### config.mk
export PLATFORM = sky130hd
export DESIGN_NAME = kbd_event_transmitter
export DESIGN_NICKNAME = d
export VERILOG_FILES = /design/src/rtl/kbd_pkg.sv /design/src/rtl/ps2_frame_serializer.sv /design/src/rtl/kbd_event_transmitter.sv
export SDC_FILE = /design/constraint.sdc
export NUM_CORES = 1
export LEC_CHECK = 0
export ABC_AREA = 1
export CAP_MARGIN = 20
export CORE_MARGIN = 2
export CORE_UTILIZATION = 55
export DETAILED_ROUTE_END_ITERATION = 6
export PLACE_DENSITY = 0.86
export SYNTH_ARGS = -nofsm -noshare
export SYNTH_HDL_FRONTEND = slang
export SYNTH_SLANG_ARGS = --single-unit
### constraint.sdc
create_clock -name clk -period 1.79 [get_ports clk]
set_input_delay 0.2685 -clock clk [delete_from_list [all_inputs] [get_ports clk]]
set_output_delay 0.2685 -clock clk [all_outputs]
set_load 0.01 [all_outputs]
### src/rtl/kbd_pkg.sv
// rtl/kbd_pkg.sv - shared constants, state type and parity helper for the PS/2 key event transmitter
package kbd_pkg;

    localparam logic [7:0] KBD_EXT_PREFIX   = 8'hE0;
    localparam logic [7:0] KBD_BREAK_PREFIX = 8'hF0;
    localparam int         PS2_FRAME_BITS   = 11;

    typedef enum logic [1:0] {
        IDLE,
        FRAME,
        GAP
    } kbd_tx_state_t;

    // PS/2 parity bit makes the total count of ones in data+parity odd
    function automatic logic ps2_odd_parity(input logic [7:0] data);
        return ~^data;
    endfunction

endpackage

### src/rtl/ps2_frame_serializer.sv
// rtl/ps2_frame_serializer.sv - turns one byte into an 11-cell PS/2 device-to-host frame
module ps2_frame_serializer
    import kbd_pkg::*;
#(
    parameter int CLK_DIV = 2000
) (
    input  logic       clk,
    input  logic       resetN,
    input  logic       start,
    input  logic [7:0] txByte,
    output logic       busy,
    output logic       lastCell,
    output logic       ps2Clk,
    output logic       ps2Data
);

    localparam logic [15:0] DIV_LOAD = 16'(CLK_DIV - 1);
    localparam logic [3:0]  LAST_BIT = 4'(PS2_FRAME_BITS - 1);

    // Bits still to be sent after the start bit: data LSB first, parity, stop
    logic [PS2_FRAME_BITS-2:0] shift_q;
    logic [3:0]                bit_idx;
    logic                      phase;
    logic [15:0]               div_cnt;

    assign lastCell = busy && (bit_idx == LAST_BIT) && phase && (div_cnt == 16'd0);

    always_ff @(posedge clk or negedge resetN) begin
        if (!resetN) begin
            busy    <= 1'b0;
            shift_q <= '1;
            bit_idx <= 4'd0;
            phase   <= 1'b0;
            div_cnt <= 16'd0;
            ps2Clk  <= 1'b1;
            ps2Data <= 1'b1;
        end else if (start) begin
            busy    <= 1'b1;
            shift_q <= {1'b1, ps2_odd_parity(txByte), txByte};
            bit_idx <= 4'd0;
            phase   <= 1'b0;
            div_cnt <= DIV_LOAD;
            ps2Clk  <= 1'b1;
            ps2Data <= 1'b0;
        end else if (busy) begin
            if (div_cnt != 16'd0) begin
                div_cnt <= div_cnt - 16'd1;
            end else begin
                div_cnt <= DIV_LOAD;
                if (!phase) begin
                    phase  <= 1'b1;
                    ps2Clk <= 1'b0;
                end else begin
                    // Data only moves while the clock returns high
                    phase  <= 1'b0;
                    ps2Clk <= 1'b1;
                    if (bit_idx == LAST_BIT) begin
                        busy    <= 1'b0;
                        ps2Data <= 1'b1;
                    end else begin
                        bit_idx <= bit_idx + 4'd1;
                        shift_q <= shift_q >> 1;
                        ps2Data <= shift_q[0];
                    end
                end
            end
        end
    end

endmodule

### src/rtl/kbd_event_transmitter.sv
// rtl/kbd_event_transmitter.sv - sequences E0/F0/code bytes of a key event onto the PS/2 serializer
module kbd_event_transmitter
    import kbd_pkg::*;
#(
    parameter int CLK_DIV    = 2000,
    parameter int GAP_CYCLES = 4000
) (
    input  logic       clk,
    input  logic       resetN,
    input  logic [8:0] keyCode,
    input  logic       make,
    input  logic       brakee,
    output logic       ready,
    output logic       ps2Clk,
    output logic       ps2Data,
    output logic       donePulse,
    output logic       dropPulse
);

    localparam logic [15:0] GAP_LOAD = 16'(GAP_CYCLES - 1);

    kbd_tx_state_t state_q;
    logic [7:0]    code_q;
    logic          pend_f0;
    logic          pend_code;
    logic [15:0]   gap_cnt;

    logic          accept;
    logic          reject;
    logic          gap_end;
    logic          ser_start;
    logic          ser_busy;
    logic          ser_last;
    logic [7:0]    next_byte;

    always_comb begin
        accept    = ready && (make ^ brakee);
        reject    = (ready && make && brakee) || (!ready && (make || brakee));
        gap_end   = (state_q == GAP) && (gap_cnt == 16'd0);
        ser_start = (accept || gap_end) && !ser_busy;
        next_byte = code_q;
        if (state_q == IDLE) begin
            next_byte = keyCode[8] ? KBD_EXT_PREFIX :
                        (brakee ? KBD_BREAK_PREFIX : keyCode[7:0]);
        end else if (pend_f0) begin
            next_byte = KBD_BREAK_PREFIX;
        end
    end

    ps2_frame_serializer #(
        .CLK_DIV (CLK_DIV)
    ) u_serializer (
        .clk      (clk),
        .resetN   (resetN),
        .start    (ser_start),
        .txByte   (next_byte),
        .busy     (ser_busy),
        .lastCell (ser_last),
        .ps2Clk   (ps2Clk),
        .ps2Data  (ps2Data)
    );

    always_ff @(posedge clk or negedge resetN) begin
        if (!resetN) begin
            state_q   <= IDLE;
            code_q    <= 8'd0;
            pend_f0   <= 1'b0;
            pend_code <= 1'b0;
            gap_cnt   <= 16'd0;
            ready     <= 1'b1;
            donePulse <= 1'b0;
            dropPulse <= 1'b0;
        end else begin
            donePulse <= 1'b0;
            dropPulse <= reject;
            case (state_q)
                IDLE: begin
                    if (ser_start) begin
                        // Remember which bytes still follow the one just started
                        state_q   <= FRAME;
                        ready     <= 1'b0;
                        code_q    <= keyCode[7:0];
                        pend_f0   <= keyCode[8] && brakee;
                        pend_code <= keyCode[8] || brakee;
                    end
                end
                FRAME: begin
                    if (ser_last) begin
                        if (pend_f0 || pend_code) begin
                            state_q <= GAP;
                            gap_cnt <= GAP_LOAD;
                        end else begin
                            state_q   <= IDLE;
                            ready     <= 1'b1;
                            donePulse <= 1'b1;
                        end
                    end
                end
                GAP: begin
                    if (gap_cnt != 16'd0) begin
                        gap_cnt <= gap_cnt - 16'd1;
                    end else if (ser_start) begin
                        state_q <= FRAME;
                        if (pend_f0) begin
                            pend_f0 <= 1'b0;
                        end else begin
                            pend_code <= 1'b0;
                        end
                    end
                end
                default: begin
                    state_q <= IDLE;
                    ready   <= 1'b1;
                end
            endcase
        end
    end

endmodule

Word-level counts from Yosys, hierarchy flattened:

Index checks and enable logic that the tools add are counted.

* equal/unequal tests: 13
* multiplexer cells: 59
* bitwise gates (word level): 2
* reduce and logical (&&, ||, !) cells: 36
* add/subtract/negate cells: 3

Operators with widths (count)
* $mux 16: 6
* $mux 10: 5
* $logic_not 16->1: 2
* $mux 8: 4
* $pmux 16 s2: 1
* $reduce_bool 16->1: 2
* $sub 16x1->16 const B: 2
* $mux 1: 30
* $mux 4: 5
* $ne 2x2->1 const B: 9
* $reduce_and 4->1: 4
* $logic_and 1x1->1: 10
* $mux 2: 4
* $reduce_bool 2->1: 4
* $reduce_xnor 8->1: 1
* $pmux 2 s3: 1
* $reduce_and 2->1: 3
* $logic_or 1x1->1: 5
* $reduce_and 5->1: 1
* $add 4x1->4 const B: 1
* $eq 4x4->1 const B: 1
* $pmux 1 s2: 2
* $pmux 1 s3: 1
* $reduce_and 3->1: 1
* other kinds (7): 8

* output and inout bits: 5
* word-level logic and storage cells: 128
* register bits: 65

Depth between registers and ports, before layout:

* word-level depth: 7
* gate-level depth with buffers: 14
* gate-level depth less buffers: 14

Modules after synthesis:

A second synthesis with hierarchy kept.

* cell total of the unflattened synthesis: 513
* area, all modules: 3829.9 um^2

Modules (own cells, without submodules)
* ps2_frame_serializer: instances 1, area an instance 2016.9 um^2, cells each 271
* kbd_event_transmitter: instances 1, area an instance 1813.0 um^2, cells each 242

Least setup slack after synthesis:

No wires, ideal clock.

* kind: flip-flop to flip-flop
* start: register gap_cnt[0]
* end: register code_q[6]
* buffers on the path: 1
* clock period less this slack: 1.708 ns
* setup time: 0.118 ns
* cell stages (with the launch flop): 13
* arrival: 1.590 ns
* path slack: 0.082 ns
* path through: dfrtp_1 -> inv_1 -> ha_1 -> nand2_1 -> nor2_1 -> nand3_4 -> nand2_4 -> nand2_4 -> clkinv_4 -> nand2_2 -> buf_6 -> nand2_1 -> o21ai_2

* longest elaborated chain between the ends: 5

Ends and longest elaborated chain
* start: declaration: line kbd_event_transmitter.sv:26 `logic [15:0] gap_cnt;`
* start signal: assignment: line kbd_event_transmitter.sv:101 `gap_cnt <= gap_cnt - 16'd1;`
* $logic_not 16->1: line kbd_event_transmitter.sv:39 `gap_end = (state_q == GAP) && (gap_cnt == 16'd0);`
* $logic_and 1x1->1: line kbd_event_transmitter.sv:39
* $logic_or 1x1->1: line kbd_event_transmitter.sv:40 `ser_start = (accept || gap_end) && !ser_busy;`
* $logic_and 1x1->1: line kbd_event_transmitter.sv:40
* $reduce_and 2->1 (no line)
* end signal: assignment: line kbd_event_transmitter.sv:82 `code_q <= keyCode[7:0];`
* end: declaration: line kbd_event_transmitter.sv:23 `logic [7:0] code_q;`

Every way passes these cells.
A chain may end at the register's enable or synchronous reset.

Worst setup path after layout:

* start: register u_serializer.div_cnt[3]
* end: register u_serializer.shift_q[8]

* longest elaborated chain between the ends: 3

Ends and longest elaborated chain
* start: declaration: line ps2_frame_serializer.sv:24 `logic [15:0] div_cnt;`
* start signal: assignment: line ps2_frame_serializer.sv:47 `div_cnt <= div_cnt - 16'd1;`
* $reduce_bool 16->1: line ps2_frame_serializer.sv:46 `if (div_cnt != 16'd0) begin`
* $ne 2x2->1 (no line)
* $reduce_and 4->1 (no line)
* end signal: assignment: line ps2_frame_serializer.sv:39 `shift_q <= {1'b1, ps2_odd_parity(txByte), txByte};`
* end signal: assignment: line ps2_frame_serializer.sv:62 `shift_q <= shift_q >> 1;`
* end: declaration: line ps2_frame_serializer.sv:21 `logic [PS2_FRAME_BITS-2:0] shift_q;`

Every way passes these cells.

==> flow_summary.ini <==
[global_route]
grt.total_usage_pct = 27.6
antenna_found_initial = 0
grt_pass1_wl_um = 16900
grt_pass1_vias = 3847
grt_max_degree = 24
grt.overflow.total = 0

[power_and_ir_drop]
p_clk_share_pct = 42.7
p_comb_share_pct = 4.0
p_per_area_nw_per_um2 = 522
p_leak_nw = 2.69
power_switching_uw = 699
ir_drop_mv = 0.369
p_seq_share_pct = 53.4
internal_power_mw = 2.06
swShare_pct = 25.4

[die]
die-height_um = 89.6
rows = 31
die_x_um = 89.6
ios = 18
dieArea_um2 = 8030
core_area_um2 = 7180
initial_utilization_pct = 56.2

[hold_path]
hold_path_class = input pin to asynchronous set/reset pin

[place]
io_buffers = 17
place_worst_setup_slack_ps = -223
dp_hpwl_um = 7170
gp_congestion = 0.897

[critical_path]
critPathMaxStageDelay_ps = 400
worst_path_max_delay_cell = dfrtp_1
cp.required_ps = 2090
cp_max_fo = 5
timing.rr.end = u_serializer.shift_q[8]$_DFFE_PN1P_
cp-start-kind = flip-flop
reg2reg_from = u_serializer.div_cnt[3]$_DFFE_PN0P_
critical_path_arrival_ps = 2190
cp_common_cell = nand2_4
worstPathCellList = nor2_1, nand4_1, nor2_2, nand2_4, nor2_4, nand2_4, o21ai_0, nand2_1, nand2_2
r2r_slack_ps = -100
critical_path_class = flip-flop to flip-flop
r2r_cells = 9
end_kind = flip-flop

[clock_tree]
cts_max_level = 3
cts_buffers = 9
tritoncts = done
clock_latency_ps = 360
clk_pin_slew_ps = 80
cts_max_path_buffers = 2
root_buffer = clkbuf_8
numClockSinks = 65

[sta]
timing.slew.headroom_pct = 58.7
post-route-period-util_pct = 106
setup_viol = 27
fin_crit_ps = 1890
slew_violations = 0
worst_slack_ps = -103
fmax_mhz = 528
hold_viol = 0
fin_tns_setup_ps = -1240
tightest_slew_ps = 619
fin_worst_skew_ps = 10.6
rsz0062_at_grt = true

[finish]
multiInputGateArea_um2 = 2210
area_delta_synth_final_pct = 31.0
n_antenna_cell = 0
n_fill_cell = 497
regArea_um2 = 1640
final_layout_size_suffix_gt1_share_pct = 29.4
nNetsFinal = 669

[synth]
yosys.area.top_type_share_pct = 32.3
yosys.area.top_type = dfrtp_1
yosysMostFrequentCell = nand2_1
ys_types = 36
synthCells = 555
synth_enable_flop_cells = 0
yosysWarnings = 0
synth_ff_type = dfrtp_1
synth_area_um2 = 4030
synth_nets = 575
synth_commonest_cells = nand2_1 (172), inv_1 (58), nor2_1 (54)
seq_area_frac_synth_pct = 40.8
ys_ff_latch = 65
synth_async_sr_flop_share_pct = 100
syn_avg_cell_area_um2 = 7.26
synth.top_cells.by_area = dfrtp_1 (32%), nand2_1 (16%), dfstp_2 (8.5%)

[status]
violations = setup timing
outcome = finished, violations left

[detailed_routing]
totalWireLength_um = 11400
drt_iter0_markers = 384
viasPerCell = 5.51
num_vias = 4146
dr.pass1.iters = 5
ant_nets = 0
route.detailed.drc = 0
post_drt_wl_per_cell_um = 15.1

[job]
drv_cap = 0
==> through the flow <==
step	cells	instance area (um^2)	power (mW)	hold slack (ps)	utilization [%]
floorplan	555	4030	1.52	-27.1	-
global placement	722	4760	1.60	308	66.3
detailed placement	722	4760	1.60	304	66.3
finish	753	5280	2.76	459	73.5
CTS	745	5050	2.75	457	70.4
global route	753	5280	2.84	481	73.5
==> state kept, by name, summed over array words and instances, names as in the netlist, 2 cells and up <==
name	flops
code_q	8
gap_cnt	16
state_q	2
u_serializer.bit_idx	4
u_serializer.div_cnt	16
u_serializer.shift_q	10
==> kinds of logic after synthesis <==
group,Yosys count,synth area share [%]
AOI/OAI and AO/OA,76,10.4
xor gates and xnor gates,13,2.83
adders and majority gates,7,2.17
buffers and inverters,79,8.60
DFF,65,40.8
and+or+nand+nor,315,35.3
==> cell type report <==
cell class	instances	share of cell area, %
Tap cell	99	2.35
Sequential cell	65	31.1
Timing Repair Buffer	94	16.1
Multi-Input combinational cell	411	41.9
Clock buffer	10	2.61
Clock inverter	6	0.830
Inverter	68	5.10
==> how the worst max path moves through the flow <==
stage                                                    from                                  end  slack [ps]  cells after the start
after floorplan                        gap_cnt[0]$_DFFE_PN0P_                code_q[6]$_DFFE_PN0P_          80                     12
after global placement                                 brakee  u_serializer.shift_q[8]$_DFFE_PN1P_        -130                     15
after detailed placement                               brakee  u_serializer.shift_q[8]$_DFFE_PN1P_        -220                     16
after CTS                 u_serializer.div_cnt[1]$_DFFE_PN0P_  u_serializer.shift_q[8]$_DFFE_PN1P_         -50                     13
after global routing      u_serializer.div_cnt[1]$_DFFE_PN0P_              gap_cnt[15]$_DFFE_PN0P_        -220                     13
final                     u_serializer.div_cnt[3]$_DFFE_PN0P_  u_serializer.shift_q[8]$_DFFE_PN1P_        -100                      9
==> power groups by stage <==
stage | Combinational, mW | Clock, mW | Sequential (mW)
5_1_grt | 0.123 | 1.24 | 1.47
2_1_floorplan | 0.0225 | 0 | 1.50
6_report | 0.109 | 1.18 | 1.47
3_5_place_dp | 0.105 | 0 | 1.50
4_1_cts | 0.107 | 1.17 | 1.47
3_3_place_gp | 0.102 | 0 | 1.50
==> cells in the final DEF, fill, tap and decap left out, drive strengths merged, types with 3 or more instances in the layout <==
cell and n:
buf 75, a21oi 14, nor3 13, clkdlybuf4s50 16, inv 66, clkinv 6, nand3 41, clkbuf 12
nand2 181, dfstp 13, nand4 4, o21ai 56, nor2 68, xor2 13, dfrtp 52, ha 7
nor4 3
==> timing repair <==
action                                  CTS  global route
hold buffers                              1             0
setup buffers                             6             6
hold endpoints to repair                 18             0
pin swaps                                12            10
gates cloned                              0             2
endpoints found under the setup margin   19            57
resized for setup                        16            40
==> routing by layer <==
| layer | GRT usage [%] | routed length [um] | part of all wire [%] |
|---|---|---|---|
| met1 | 31.5 | 4420 | 39 |
| met2 | 49.7 | 5810 | 51 |
| met3 | 6.49 | 649 | 5.7 |
| met4 | 11.1 | 525 | 4.6 |
| met5 | 0 | 0 | 0 |
==> critical path: cells and delay by family, from the launching register on <==
kind | cells | cell delay [ps]
AOI/OAI and AO/OA | 1 | 260
DFF | 1 | 400
and+or+nand+nor | 8 | 1170
Note: power is estimated with default switching activity, not from simulation.
